$ cat config.mk
export PLATFORM = sky130hd
export DESIGN_NAME = rv_if_prefetch
export DESIGN_NICKNAME = d
export VERILOG_FILES = /design/src/rtl/rv_if_prefetch.sv
export SDC_FILE = /design/constraint.sdc
export NUM_CORES = 1
export LEC_CHECK = 0
export CAP_MARGIN = 20
export CORE_UTILIZATION = 24
export DETAILED_ROUTE_END_ITERATION = 10
export GPL_TIMING_DRIVEN = 0
export HOLD_SLACK_MARGIN = 0.02
export PLACE_DENSITY = 0.42
export RECOVER_POWER = 25
export SLEW_MARGIN = 20
export SYNTH_ARGS = -nofsm -noshare
export SYNTH_HDL_FRONTEND = slang
export SYNTH_SLANG_ARGS = --single-unit
$ cat constraint.sdc
create_clock -name clk -period 4.2 [get_ports clk]
set_clock_uncertainty 0.2 [all_clocks]
set_input_delay 0.42 -clock clk [delete_from_list [all_inputs] [get_ports clk]]
set_output_delay 0.42 -clock clk [all_outputs]
set_load 0.01 [all_outputs]
$ cat src/rtl/rv_if_prefetch.sv
// Instruction-fetch front end: DEPTH-entry prefetch queue between a valid/ready imem and decode.
// Response-to-dec_valid is 1 cycle; issue stalls on full queue or redirect, stale responses are dropped.
module rv_if_prefetch #(
  parameter int unsigned     XLEN     = 32,
  parameter int unsigned     DEPTH    = 4,
  parameter logic [XLEN-1:0] RESET_PC = '0
) (
  input  logic                       clk,
  input  logic                       rst_n,
  output logic                       imem_req_valid,
  input  logic                       imem_req_ready,
  output logic [XLEN-1:0]            imem_req_addr,
  input  logic                       imem_rsp_valid,
  input  logic [31:0]                imem_rsp_data,
  input  logic                       redirect_valid,
  input  logic [XLEN-1:0]            redirect_pc,
  output logic                       dec_valid,
  input  logic                       dec_ready,
  output logic [XLEN-1:0]            dec_pc,
  output logic [31:0]                dec_instr,
  output logic [$clog2(DEPTH+1)-1:0] occupancy
);

  localparam int unsigned IW = $clog2(DEPTH);
  localparam int unsigned PW = IW + 1;
  localparam int unsigned CW = $clog2(2*DEPTH+1);
  localparam int unsigned OW = $clog2(DEPTH+1);

  logic [XLEN-1:0]  fetch_pc_q, fetch_pc_d;
  logic [PW-1:0]    alloc_q, alloc_d;
  logic [PW-1:0]    fill_q, fill_d;
  logic [PW-1:0]    head_q, head_d;
  logic [CW-1:0]    inflight_q, inflight_d;
  logic [CW-1:0]    drop_q, drop_d;
  logic [DEPTH-1:0] filled_q, filled_d;
  logic             run_q;
  logic [XLEN-1:0]  pc_q    [DEPTH];
  logic [31:0]      instr_q [DEPTH];

  logic [PW-1:0] occ;
  logic [IW-1:0] alloc_idx, fill_idx, head_idx;
  logic          issue, pop, rsp_fill;

  assign alloc_idx = alloc_q[IW-1:0];
  assign fill_idx  = fill_q[IW-1:0];
  assign head_idx  = head_q[IW-1:0];
  assign occ       = alloc_q - head_q;
  assign occupancy = OW'(occ);

  // run_q holds issue off during the cycle in which reset is released
  assign imem_req_valid = run_q && !redirect_valid && (occ < PW'(DEPTH));
  assign imem_req_addr  = fetch_pc_q;
  assign dec_valid      = filled_q[head_idx] && !redirect_valid;
  assign dec_pc         = pc_q[head_idx];
  assign dec_instr      = instr_q[head_idx];

  assign issue    = imem_req_valid && imem_req_ready;
  assign pop      = dec_valid && dec_ready;
  assign rsp_fill = imem_rsp_valid && !redirect_valid && (drop_q == '0);

  always_comb begin
    fetch_pc_d = fetch_pc_q;
    alloc_d    = alloc_q;
    fill_d     = fill_q;
    head_d     = head_q;
    drop_d     = drop_q;
    filled_d   = filled_q;
    inflight_d = inflight_q + CW'(issue) - CW'(imem_rsp_valid);
    if (redirect_valid) begin
      // everything still outstanding after this cycle belongs to the old stream
      fetch_pc_d = redirect_pc & {{(XLEN-2){1'b1}}, 2'b00};
      alloc_d    = '0;
      fill_d     = '0;
      head_d     = '0;
      filled_d   = '0;
      drop_d     = inflight_q - CW'(imem_rsp_valid);
    end else begin
      if (issue) begin
        fetch_pc_d          = fetch_pc_q + XLEN'(4);
        alloc_d             = alloc_q + PW'(1);
        filled_d[alloc_idx] = 1'b0;
      end
      if (imem_rsp_valid && (drop_q != '0)) begin
        drop_d = drop_q - CW'(1);
      end
      if (rsp_fill) begin
        fill_d             = fill_q + PW'(1);
        filled_d[fill_idx] = 1'b1;
      end
      if (pop) begin
        head_d             = head_q + PW'(1);
        filled_d[head_idx] = 1'b0;
      end
    end
  end

  always_ff @(posedge clk or negedge rst_n) begin
    if (!rst_n) begin
      fetch_pc_q <= RESET_PC;
      alloc_q    <= '0;
      fill_q     <= '0;
      head_q     <= '0;
      inflight_q <= '0;
      drop_q     <= '0;
      filled_q   <= '0;
      run_q      <= 1'b0;
    end else begin
      fetch_pc_q <= fetch_pc_d;
      alloc_q    <= alloc_d;
      fill_q     <= fill_d;
      head_q     <= head_d;
      inflight_q <= inflight_d;
      drop_q     <= drop_d;
      filled_q   <= filled_d;
      run_q      <= 1'b1;
    end
  end

  always_ff @(posedge clk or negedge rst_n) begin
    if (!rst_n) begin
      for (int i = 0; i < DEPTH; i++) begin
        pc_q[i]    <= '0;
        instr_q[i] <= '0;
      end
    end else begin
      if (issue) begin
        pc_q[alloc_idx] <= fetch_pc_q;
      end
      if (rsp_fill) begin
        instr_q[fill_idx] <= imem_rsp_data;
      end
    end
  end

  a_rsp_needs_inflight: assert property (@(posedge clk) disable iff (!rst_n)
    imem_rsp_valid |-> (inflight_q != '0));
  a_fill_behind_alloc: assert property (@(posedge clk) disable iff (!rst_n)
    PW'(alloc_q - fill_q) <= PW'(DEPTH));

endmodule

==> summary.txt, run 1 <==
GRT
  • Antenna violations before repair: 1
  • Largest net degree at the start of global routing: 80
  • GR Util All Layers: about 14%
  • First-pass GRT wire length: around 61,000 um
  • Vias in the first global route: 9,461
  • Total grt overflow: 0

Synth
  • Avg Cell Area, Syn: ~14 um2
  • Synth top area share: a little over half
  • Synth area leaders: dfrtp_1 54%, mux2_2 19%, mux4_2 10%
  • Most area-hungry cell type in the Yosys netlist: dfrtp_1
  • Asr flop ratio synth: 100%
  • Post-synthesis cell count: between 900 and 1,000
  • Yosys cell types: 53
  • Most frequent cells after synthesis: 299 x dfrtp_1, 238 x mux2_2, 63 x mux4_2, 56 x nand2_1, 42 x buf_2
  • Fraction of the yosys area taken by sequential cells: 54.1%
  • Synth Warn #: 0
  • Synthesized cell area: between 10,000 and 15,000 um2
  • Post-synth EDFFs: 0
  • Top-count cell post-synth: dfrtp_1
  • Post-synthesis register bit count: roughly 300
  • Top_reg_cell synth: dfrtp_1

Drt
  • Drt total wl: about 40,000 um
  • Starting DRC count in detailed routing: 360
  • Via/cell ratio: roughly 4.4
  • Per-cell routed wire length: just over 20 um
  • DRC viols: 0
  • First-pass detailed-route iteration total: 4
  • Via count: ~8,700
  • Post-route ant nets: 0

Clocking
  • Post-CTS Setup Inserts: 0
  • Deepest clock path buffer count: 3
  • H-Tree Level Count: 2
  • Worst-Skew Late Latency: roughly 0.56 ns
  • CTS Buf Count: 38
  • CTS resizes: 0
  • Root buffer cell: clkbuf_16
  • Clock sinks: between 200 and 300
  • Clk slew on worst S/H paths: roughly 0.060 ns
  • Post-CTS Hold Buffers: 1
  • TritonCTS clock tree: built

Timing
  • Final Hold Fails: 0
  • Max Clk Rate: 253 MHz
  • Min Clock Period, post-route: about 4.0 ns
  • Ratio of final minimum period to clock period: 94.1%
  • Final setup vio count: 0
  • RSZ-0062 raised after global routing: false
  • Slew margin rel.: -27.8%
  • Least-Margin Pin Slew: approximately 1.9 ns
  • Final Max Tran Viols: 71
  • Setup ws final: between 0.2 and 0.25 ns

Floorplanning
  • Starting Density: around a quarter
  • Core area: approximately 57,000 um2
  • Rows: between 80 and 90
  • Ports: about 170
  • Die height: around 240 um
  • Total die area: between 50,000 and 60,000 um2
  • Die Wd: about 240 um

Final layout
  • Final Cell Area: roughly 18,000 um2
  • Post-Layout Cell Count: a little under 2,000
  • Diode count: 0
  • Synth-to-layout area growth: 28.6%
  • Post-layout nets: about 1,300
  • Layout cells sized above 1: 35.7%

Placed design
  • Port buffer count: ~160
  • Pre-CTS setup slack: roughly 0.094 ns
  • Post-detail-place hpwl: 27,000 um
  • Placed instance count: 1,891
  • Placed Area: about 17,000 um2
  • Placer Congestion: 0.744

Outcome
  • Status: finished, violations left
  • Violated checks: capacitance limit, slew limit

Worst setup path
  • Critical path arrival: 3.33 ns
  • Crit. End Element: output port
  • CP required: around 3.6 ns
  • CP max FO: 10
  • Crit start category: input pin
  • Setup CP Type: input pin to output port

Power and ir drop
  • PwrDens: about 500 nW/um2
  • IR drop worst, VDD: roughly 0.00024 V
  • Lkg Pwr: roughly 7.9 nW

Worst hold path
  • Hold Path Class: input pin to flip-flop

Job
  • Max-Cap Viols: 1
## through the flow
stage	util [%]	hold WS [ns]	power [mW]	setup TNS [ns]
floorplan	-	-0.0756	4.76	0
global placement	29.0	0.257	5.79	-3451.92
detailed placement	29.2	0.224	5.82	0
CTS	31.4	0.219	9.24	0
global route	31.4	0.261	9.54	0
finish	31.4	0.253	9.05	0
## layout by cell type, fill, tap and decap left out, types with 7 or more instances in the layout
cell type,n
nor2_1,28
clkinv_2,9
clkbuf_1,25
clkbuf_8,7
inv_1,21
ha_1,23
buf_2,42
nand4_1,10
nand2_1,56
dfrtp_1,299
mux4_2,63
nand3_1,15
o211ai_1,7
clkdlybuf4s50_1,163
mux2_2,238
a21oi_1,7
o21ai_0,33
clkbuf_16,38
## sequential cells by signal (all words and copies together), names as in the netlist, 2 cells and up
register       count
instr_q          128
pc_q             120
imem_req_addr     30
drop_q             4
filled_q           4
inflight_q         4
alloc_q            3
head_q             3
fill_q             2
## final timing paths
path | from | to | slack [ns] | depth (start not counted)
worst max-delay path | redirect_valid | imem_req_valid | 0.25 | 6
worst min-delay path | redirect_pc[3] | imem_req_addr[3] | 0.25 | 3
worst max register to register | alloc_q[0] | inflight_q[2] | 0.59 | 12
worst min register to register | pc_q[38] | pc_q[38] | 0.28 | 2
max in group asynchronous | rst_n | instr_q[21] | 1.08 | 5
min in group asynchronous | rst_n | pc_q[107] | 0.71 | 2
## report_power, final
part           internal (mW)  switching [mW]
clock                   1.98            1.34
combinational           1.24           0.840
sequential              3.37           0.281
## final cells by class
class,instances,area [um2]
Sequential cell,299,7480
Clock buffer,52,1070
Multi-Input combinational cell,580,5930
Buffer,68,334
Tap cell,756,946
Inverter,21,78.8
Fill cell,5708,38800
Clock inverter,17,186
Timing Repair Buffer,168,1730
## worst max-delay path, cell delays in order
cell             delay, ns
clkdlybuf4s50_1       0.57
clkbuf_1              0.56
clkbuf_1              0.51
clkbuf_1              0.55
nor3b_1               0.19
clkdlybuf4s50_1       0.53
## per-layer routing
layer,GRT usage [%],part of all wire [%]
met5,0,0.033
met3,2.61,4.4
met1,18.4,45
met4,4.04,2.3
met2,22.7,49
## logic make-up after synthesis
family	count (synthesis)	share of synthesized area, %
multiplexers	307	30.1
XOR/XNOR	13	0.942
adder cells (fa/ha/maj)	25	2.37
buffers and inverters	89	2.99
AO/OA/AOI/OAI	79	3.70
AND/OR/NAND/NOR	151	5.70
other	2	0.0543
flip-flops	299	54.1
(Power assumes the default switching activity.)
==> run 2, diff against run 1 <==
- SLEW_MARGIN: 20 -> default
- clock period: 4.2 -> 5 ns (I/O delays scaled with it)
==> summary.txt, run 2 (synthesis gave the netlist of run 1 again) <==
GRT
  • GR Util All Layers: between 10% and 20%
  • GR Util met2: roughly 23%
  • Grt met3 use: about 2.6%
  • Vias in the first global route: about 9,500
  • Met1 Usage GRT: a little under a fifth
  • Total grt overflow: 0
  • Most used routing layer in global routing: met2
  • First-pass GRT wire length: a little over 60,000 um
  • Largest net degree at the start of global routing: 80
  • Antenna violations before repair: 1

Worst setup path
  • CP required: around 4.3 ns
  • CP max FO: 10
  • Cell repeated most along the worst path: clkbuf_1
  • R2r worst-path depth: 12
  • Crit start category: input pin
  • Bufs and invs on worst path: 5
  • Setup CP Type: input pin to output port
  • Worst path max stage delay: ~0.57 ns
  • Worst setup path end: imem_req_valid
  • Crit. End Element: output port
  • Largest delay share family, worst path: buffers and inverters
  • Worst reg2reg setup slack: roughly 1.4 ns
  • Worst flop-to-flop path startpoint: alloc_q[0]
  • Slowest CP cell: clkdlybuf4s50_1
  • CP cell instances: clkdlybuf4s50_1 -> clkbuf_1 -> clkbuf_1 -> clkbuf_1 -> nor3b_1 -> clkdlybuf4s50_1
  • Worst R2R End: inflight_q[2]
  • Critical path arrival: 3.45 ns
  • Crit path depth: 6
  • Worst Setup SP: redirect_valid

Floorplanning
  • Rows: 87
  • Core area: approximately 57,000 um2
  • Ports: about 170
  • Die Wd: between 200 and 250 um
  • Total die area: 58,500 um2
  • Starting Density: 24.4%
  • Die height: around 240 um

Clocking
  • Deepest clock path buffer count: 3
  • Root buffer cell: clkbuf_16
  • Worst-Skew Late Latency: about 0.56 ns
  • TritonCTS clock tree: built
  • Clock sinks: approximately 300
  • Post-CTS Setup Inserts: 0
  • Clk slew on worst S/H paths: ~0.050 ns
  • H-Tree Level Count: 2
  • CTS Buf Count: 38

Timing
  • Least-Margin Pin Slew: between 2 and 2.5 ns
  • Slew margin rel.: -42.7%
  • Ratio of final minimum period to clock period: between 80% and 90%
  • Max Clk Rate: roughly 240 MHz
  • Final Hold Fails: 0
  • Min Clock Period, post-route: approximately 4.2 ns
  • Hold slack: about 0.27 ns
  • RSZ-0062 raised after global routing: false
  • Setup ws final: ~0.85 ns
  • Final Max Tran Viols: 79
  • Final setup vio count: 0
  • Fin Setup TNS: 0 ns

Placed design
  • Pre-CTS setup slack: around 0.73 ns
  • Port buffer count: about 160
  • Post-detail-place hpwl: about 27,000 um
  • Placer Congestion: roughly 0.74

Final layout
  • Commonest non-fill, non-tap cell in the layout: dfrtp_1
  • Final core occ: around a third
  • Fillcell total: approximately 5,700
  • Multi-input gate area: 5930 um2
  • Synth-to-layout area growth: 28.5%
  • Largest register FFs: about 130
  • Diode count: 0
  • Largest Register: instr_q
  • Post-layout nets: approximately 1,300
  • Most frequent cells in the layout: 299 x dfrtp_1, 238 x mux2_2, 163 x clkdlybuf4s50_1
  • Layout cells sized above 1: approximately 36%
  • Flip-flop and latch area: 7480 um2

Power and ir drop
  • Lkg Pwr: between 7 and 8 nW
  • Clock power frac: between 30% and 40%
  • Logic pwr share: between 20% and 30%
  • Sw frac: 27.1%
  • Internal power: approximately 5.5 mW
  • PwrDens: about 430 nW/um2
  • IR drop worst, VDD: around 0.0002 V
  • Net switching power: around 2.1 mW
  • Seq pwr share: about 40%

Drt
  • Via count: 8,679
  • Starting DRC count in detailed routing: approximately 370
  • Per-cell routed wire length: 20.2 um
  • Drt total wl: between 30,000 and 40,000 um
  • First-pass detailed-route iteration total: 4
  • Post-route ant nets: 0
  • Via/cell ratio: between 4 and 5
  • DRC viols: 0

Outcome
  • Violated checks: capacitance limit, slew limit
  • Status: finished, violations left

Worst hold path
  • Hold Path Class: input pin to asynchronous set/reset pin

Job
  • Max-Cap Viols: 1
## run 2: changes by cell type in the layout (fill, tap and decap cells not counted)
cell,before,now
buf_8,1,2
buf_16,3,2
## run 2: routing by layer
metal / share of wire [%] / vias to the layer above / wire length, um
li1: - / 3948 / -
met3: 4.0 / 56 / 1570
met4: 2.3 / 2 / 921
met5: 0.033 / - / 13
met1: 45 / 4538 / 17900
met2: 49 / 135 / 19200
## run 2: worst min-delay path by stage
stage / endpoint / cells past startpoint / slack (ns) / start
global route: pc_q[107] / 2 / 0.30 / rst_n
detailed placement: pc_q[38] / 2 / 0.27 / pc_q[38]
CTS: pc_q[38] / 2 / 0.28 / pc_q[38]
global placement: pc_q[38] / 2 / 0.26 / pc_q[38]
floorplan: alloc_q[0] / 0 / 0.004 / rst_n
finish: pc_q[107] / 2 / 0.27 / rst_n
## run 2: per-stage QoR
stage | cell area (um2) | power [mW] | cells
2_1_floorplan | 13800 | 4.00 | 968
3_3_place_gp | 16400 | 4.87 | 1888
3_5_place_dp | 16500 | 4.89 | 1891
4_1_cts | 17800 | 7.76 | 1961
5_1_grt | 17800 | 8.01 | 1961
6_report | 17800 | 7.60 | 1961
## run 2: layout make-up
type	instances	share of cell area, %
multi-input cells	580	33.4
clock inverters	17	1.05
plain buffers	68	1.88
inverters	21	0.444
clock buffers	52	6.05
well taps	756	5.33
repair buffers	168	9.67
flip-flops and latches	299	42.1
## run 2: what timing repair did
| item | in CTS | in global routing |
|---|---|---|
| resized for setup | 0 | 0 |
| endpoints found under the hold margin | 70 | 0 |
| hold buffers | 1 | 0 |
## run 2: power by group through the flow
| stage | clock network (mW) | registers (mW) | logic [mW] |
|---|---|---|---|
| after floorplan | 0 | 3.04 | 0.959 |
| after global placement | 0 | 3.11 | 1.75 |
| after detailed placement | 0 | 3.11 | 1.78 |
| after CTS | 2.90 | 3.07 | 1.79 |
| after global routing | 2.99 | 3.13 | 1.90 |
| final | 2.79 | 3.07 | 1.74 |
